## src/rtl/cpu_control_unit.sv

```systemverilog
// Fetch/decode/execute sequencer: owns PC, IR and NZP, drives ALU selects.
// Ports: clk/rst, imem req/addr/ack/rdata, ALU selects, rf indices/we, flags, cc, halted, illegal.
module cpu_control_unit (
  input  logic        clk,
  input  logic        rst,
  output logic        imem_req,
  output logic [5:0]  imem_addr,
  input  logic        imem_ack,
  input  logic [15:0] imem_rdata,
  output logic [1:0]  alu_op,
  output logic [1:0]  source_sel,
  output logic [5:0]  ins_immediate,
  output logic [5:0]  pc,
  output logic [2:0]  rf_sr1,
  output logic [2:0]  rf_sr2,
  output logic [2:0]  rf_dr,
  output logic        rf_we,
  input  logic        negative,
  input  logic        zero,
  input  logic        positive,
  output logic [2:0]  cc,
  output logic        halted,
  output logic        illegal
);

  typedef enum logic [1:0] {
    FETCH,
    DECODE,
    EXECUTE,
    HALT
  } state_t;

  state_t      state;
  state_t      state_nxt;
  logic [15:0] ir;
  logic [3:0]  opc;
  logic        we_q;
  logic        ill_q;
  logic        br_taken;

  logic [1:0]  dec_op;
  logic [1:0]  dec_src;
  logic        dec_we;
  logic        dec_ill;

  assign opc = ir[15:12];

  always_comb begin
    dec_op  = 2'b00;
    dec_src = 2'b00;
    dec_we  = 1'b0;
    dec_ill = 1'b0;
    case (opc)
      4'b0001: begin
        dec_op  = 2'b00;
        dec_src = ir[5] ? 2'b00 : 2'b10;
        dec_we  = 1'b1;
      end
      4'b0101: begin
        dec_op  = 2'b01;
        dec_src = ir[5] ? 2'b00 : 2'b10;
        dec_we  = 1'b1;
      end
      4'b1001: begin
        dec_op  = 2'b10;
        dec_src = ir[5] ? 2'b00 : 2'b10;
        dec_we  = 1'b1;
      end
      4'b1110: begin
        dec_op  = 2'b00;
        dec_src = 2'b01;
        dec_we  = 1'b1;
      end
      4'b0000, 4'b1111: ;
      default: dec_ill = 1'b1;
    endcase
  end

  // cc seen here is still the previous instruction's value
  assign br_taken = (opc == 4'b0000) && |(ir[11:9] & cc);

  always_comb begin
    state_nxt = state;
    case (state)
      FETCH:   if (imem_ack) state_nxt = DECODE;
      DECODE:  state_nxt = EXECUTE;
      EXECUTE: state_nxt = (opc == 4'b1111) ? HALT : FETCH;
      HALT:    state_nxt = HALT;
      default: state_nxt = FETCH;
    endcase
  end

  always_ff @(posedge clk) begin
    if (rst) begin
      state         <= FETCH;
      pc            <= 6'd0;
      cc            <= 3'b010;
      ir            <= 16'd0;
      alu_op        <= 2'b00;
      source_sel    <= 2'b00;
      ins_immediate <= 6'd0;
      rf_sr1        <= 3'd0;
      rf_sr2        <= 3'd0;
      rf_dr         <= 3'd0;
      we_q          <= 1'b0;
      ill_q         <= 1'b0;
    end else begin
      state <= state_nxt;
      if (state == FETCH && imem_ack) begin
        ir <= imem_rdata;
        pc <= pc + 6'd1;
      end
      if (state == DECODE) begin
        alu_op        <= dec_op;
        source_sel    <= dec_src;
        ins_immediate <= ir[5:0];
        rf_sr1        <= ir[8:6];
        rf_sr2        <= ir[2:0];
        rf_dr         <= ir[11:9];
        we_q          <= dec_we;
        ill_q         <= dec_ill;
      end
      if (state == EXECUTE) begin
        if (we_q)     cc <= {negative, zero, positive};
        if (br_taken) pc <= ir[5:0];
      end
    end
  end

  // rst gates strobes combinationally so the reset cycle is quiet
  assign imem_req  = (state == FETCH) && !rst;
  assign imem_addr = pc;
  assign rf_we     = (state == EXECUTE) && we_q && !rst;
  assign illegal   = (state == EXECUTE) && ill_q && !rst;
  assign halted    = (state == HALT) && !rst;

endmodule
```

## config.mk

```make
export PLATFORM = sky130hd
export DESIGN_NAME = cpu_control_unit
export DESIGN_NICKNAME = d
export VERILOG_FILES = /design/src/rtl/cpu_control_unit.sv
export SDC_FILE = /design/constraint.sdc
export NUM_CORES = 1
export LEC_CHECK = 0
export BUFFER_PORTS_ARGS = -buffer_cell sky130_fd_sc_hd__buf_4
export CORE_MARGIN = 3
export CORE_UTILIZATION = 45
export DETAILED_ROUTE_END_ITERATION = 10
export GPL_ROUTABILITY_DRIVEN = 0
export PLACE_DENSITY = 0.72
export SYNTH_ARGS = -nofsm -noshare
export SYNTH_HDL_FRONTEND = slang
export SYNTH_SLANG_ARGS = --single-unit
```

## constraint.sdc

```tcl
create_clock -name clk -period 3.2 [get_ports clk]
set_input_delay 0.16 -clock clk [delete_from_list [all_inputs] [get_ports clk]]
set_output_delay 0.16 -clock clk [all_outputs]
set_load 0.02 [all_outputs]
```

==> metrics <==
status finished clean; fillers 364; clk sinks 45; vias in the first global route 1495; Reg clk slew, reported paths 0.08 ns; Crit Path Category reg -> reg; share of layout cells above drive strength 1 27.6%; Total GRT Usage 17.6%; fin crit share 58.6%; HP Start positive; post-route design area 0.00236 mm²; Worst Path Max Fanout 12; Worst-Skew Late Latency 0.30 ns; CTS tree done; met3 GRT Util 5.47%; antenna diode count 0; Die Wd 70.5 µm; CP Capture Type register; Hold Crit Endpoint cc[0]; row cnt 22; routing usage on met2 25.7%; CP startpoint kind register; first-pass GRT wire length 7.02 mm; Synth warnings 0; Hold WC Path Type in -> reg; Detailed Route WL 4.22 mm; Critical Path Slowest Stage Cell nor3b_2; # IOs 60; vias 1657; Via density 5.13; # resized after CTS 0; setup bufs post-CTS 0; Initial DRC Count 74; Peak Freq 0.534 GHz; Slew HR 32.6%; Cell variety after synth 31; drt wl/cell 13.1 µm; clock root buffer clkbuf_8; Reg2Reg Depth 5; Synth area leader dfxtp_1; Placement Cell Area 0.00225 mm²; Worst Tran Pin Value 1.01 ns; Seq/Total Area, Yosys 48.1%; final antenna-violating net count 0; Initial Util 49.0%; unrepaired setup endpoints after global routing no; Hold Vio Cnt, Final 0; Mapped Nets 254; TritonCTS Buffers 5; final setup fails 0; synth top area cells dfxtp_1 48%, nand2_1 13%, a21oi_1 9.1%; core area 0.00383 mm²; Data arrival, critical path 2.10 ns; WP buf/inv 1; RR Startpoint state[1]; Setup TNS Final 0 ns; grt ovf 0; H-tree levels 2; syn_area_per_cell 8.11 µm²; Power Density 501 mW/mm²; grt peak-use layer met2; met1 usage 24.3%; DRC 0; Setup Skew 0.00630 ns; pin count of the biggest net entering global routing 50; Max Root-Sink Buffers 2; worst path cell trace nor3b_2 > buf_4 > nand4_1 > xor2_1 > a211oi_2; cts hold-fix bufs 0; number of I/O port buffers 59; final net count 297; die area 0.00497 mm²; Final Max Slew Viols 0; Min Clock Period, post-route 1.87 ns; Mapped Area 0.00187 mm²; area share of the largest cell type after synthesis 48.1%; Min-Delay Path Depth 3; max incr delay on CP 0.60 ns; RR Endpoint imem_addr[5]; die span in y 70.5 µm; Worst EP required 3.43 ns; peak supply drop 252 µV; drt pass-1 iters 6; initial antenna violation count 0; number of max-cap violations 0; synthesized instance count 231; FF+latch count, synth 45; P_leak 0.996 nW; placed wire-length estimate 2.95 mm; CP top delay family simple AND/OR/NAND/NOR gates; area delta synth->final 26.2%; setup slack, reg-to-reg 1.33 ns
cells in the final DEF (no fill, tap or decap), drive strengths merged, types with 4 or more instances in the layout:
cell type,instances
nor3,4
clkbuf,7
nor2,20
nand2,65
a211oi,5
dfxtp,45
buf,60
a21oi,34
inv,4
xor2,4
registers in the layout (all words and copies together) (netlist names):
| register | count |
|---|---|
| imem_addr | 6 |
| we_q | 1 |
| ins_immediate | 6 |
| alu_op | 2 |
| rf_sr1 | 3 |
| rf_dr | 3 |
| ill_q | 1 |
| cc | 3 |
| source_sel | 2 |
| state | 2 |
| ir | 16 |
worst reg2reg max path, delay by kind of cell, from the launching register on:
kind                   cells  cell delay [ns]
flip-flops                 1             0.39
buffers and inverters      1             0.30
AO/OA/AOI/OAI              1             0.20
XOR/XNOR                   1             0.18
AND/OR/NAND/NOR            2             0.73
per-stage QoR:
stage | setup slack [ns] | utilization (%) | instances | total power, mW | hold slack [ns]
6_report | 1.33 | 61.8 | 323 | 1.18 | 0.0963
3_3_place_gp | 1.40 | 58.7 | 315 | 0.753 | 0.391
3_5_place_dp | 1.34 | 58.7 | 315 | 0.755 | 0.406
5_1_grt | 1.15 | 61.8 | 323 | 1.24 | 0.105
2_1_floorplan | 1.56 | - | 231 | 0.704 | 0.296
4_1_cts | 1.31 | 61.8 | 323 | 1.19 | 0.0960
metal layers:
layer / part of all wire [%] / wire length (µm)
met3: 8.1 / 343
met1: 48 / 2020
met4: 1.5 / 65
met5: 0 / 0
met2: 42 / 1790
power breakdown:
part           leakage [nW]  internal (mW)  switching (mW)
registers             0.366          0.583          0.0232
clock network        0.0585          0.255           0.189
logic                 0.571         0.0579          0.0769
logic make-up after synthesis:
kind of cell	synth area share [%]
simple gates	23.2
compound gates	16.3
flops	48.1
buf+inv	8.35
xor+xnor	2.34
mux	1.07
fa+ha+maj	0.668
layout make-up:
type	count	area, µm²	area share (%)
flip-flops and latches	45	901	38.1
multi-input cells	158	821	34.7
repair buffers	60	450	19.1
clock buffers	7	86.3	3.65
well taps	48	60.1	2.54
clock inverters	1	30.0	1.27
inverters	4	15.0	0.635
synth_stat cells:
library cell  count
buf_4             9
dfxtp_1          45
xor2_1            4
mux2i_1           2
a211o_1           1
nand2b_1          3
buf_6             2
nor3b_1           3
a311oi_2          1
clkbuf_1         10
ha_1              1
buf_2             2
or3_4             1
nand2_1          65
a222oi_1          1
a22oi_1           1
a31oi_1           1
nor3_1            4
a211oi_2          5
xnor2_1           1
and3_1            1
nor2_1           20
buf_1             1
inv_1             4
a21oi_1          34
or2_2             1
or4_1             1
nand3_1           2
a32oi_1           2
o211ai_1          1
nand4_1           2
how the worst max path moves through the flow:
stage,start,cells past startpoint,slack (ns),end
4_1_cts,state[1],5,1.31,imem_addr[5]
2_1_floorplan,ir[14],6,1.56,imem_addr[2]
3_5_place_dp,state[1],5,1.34,imem_addr[5]
3_3_place_gp,state[1],5,1.40,imem_addr[5]
6_report,state[1],5,1.33,imem_addr[5]
5_1_grt,state[1],5,1.15,imem_addr[5]
(Power assumes the default switching activity.)
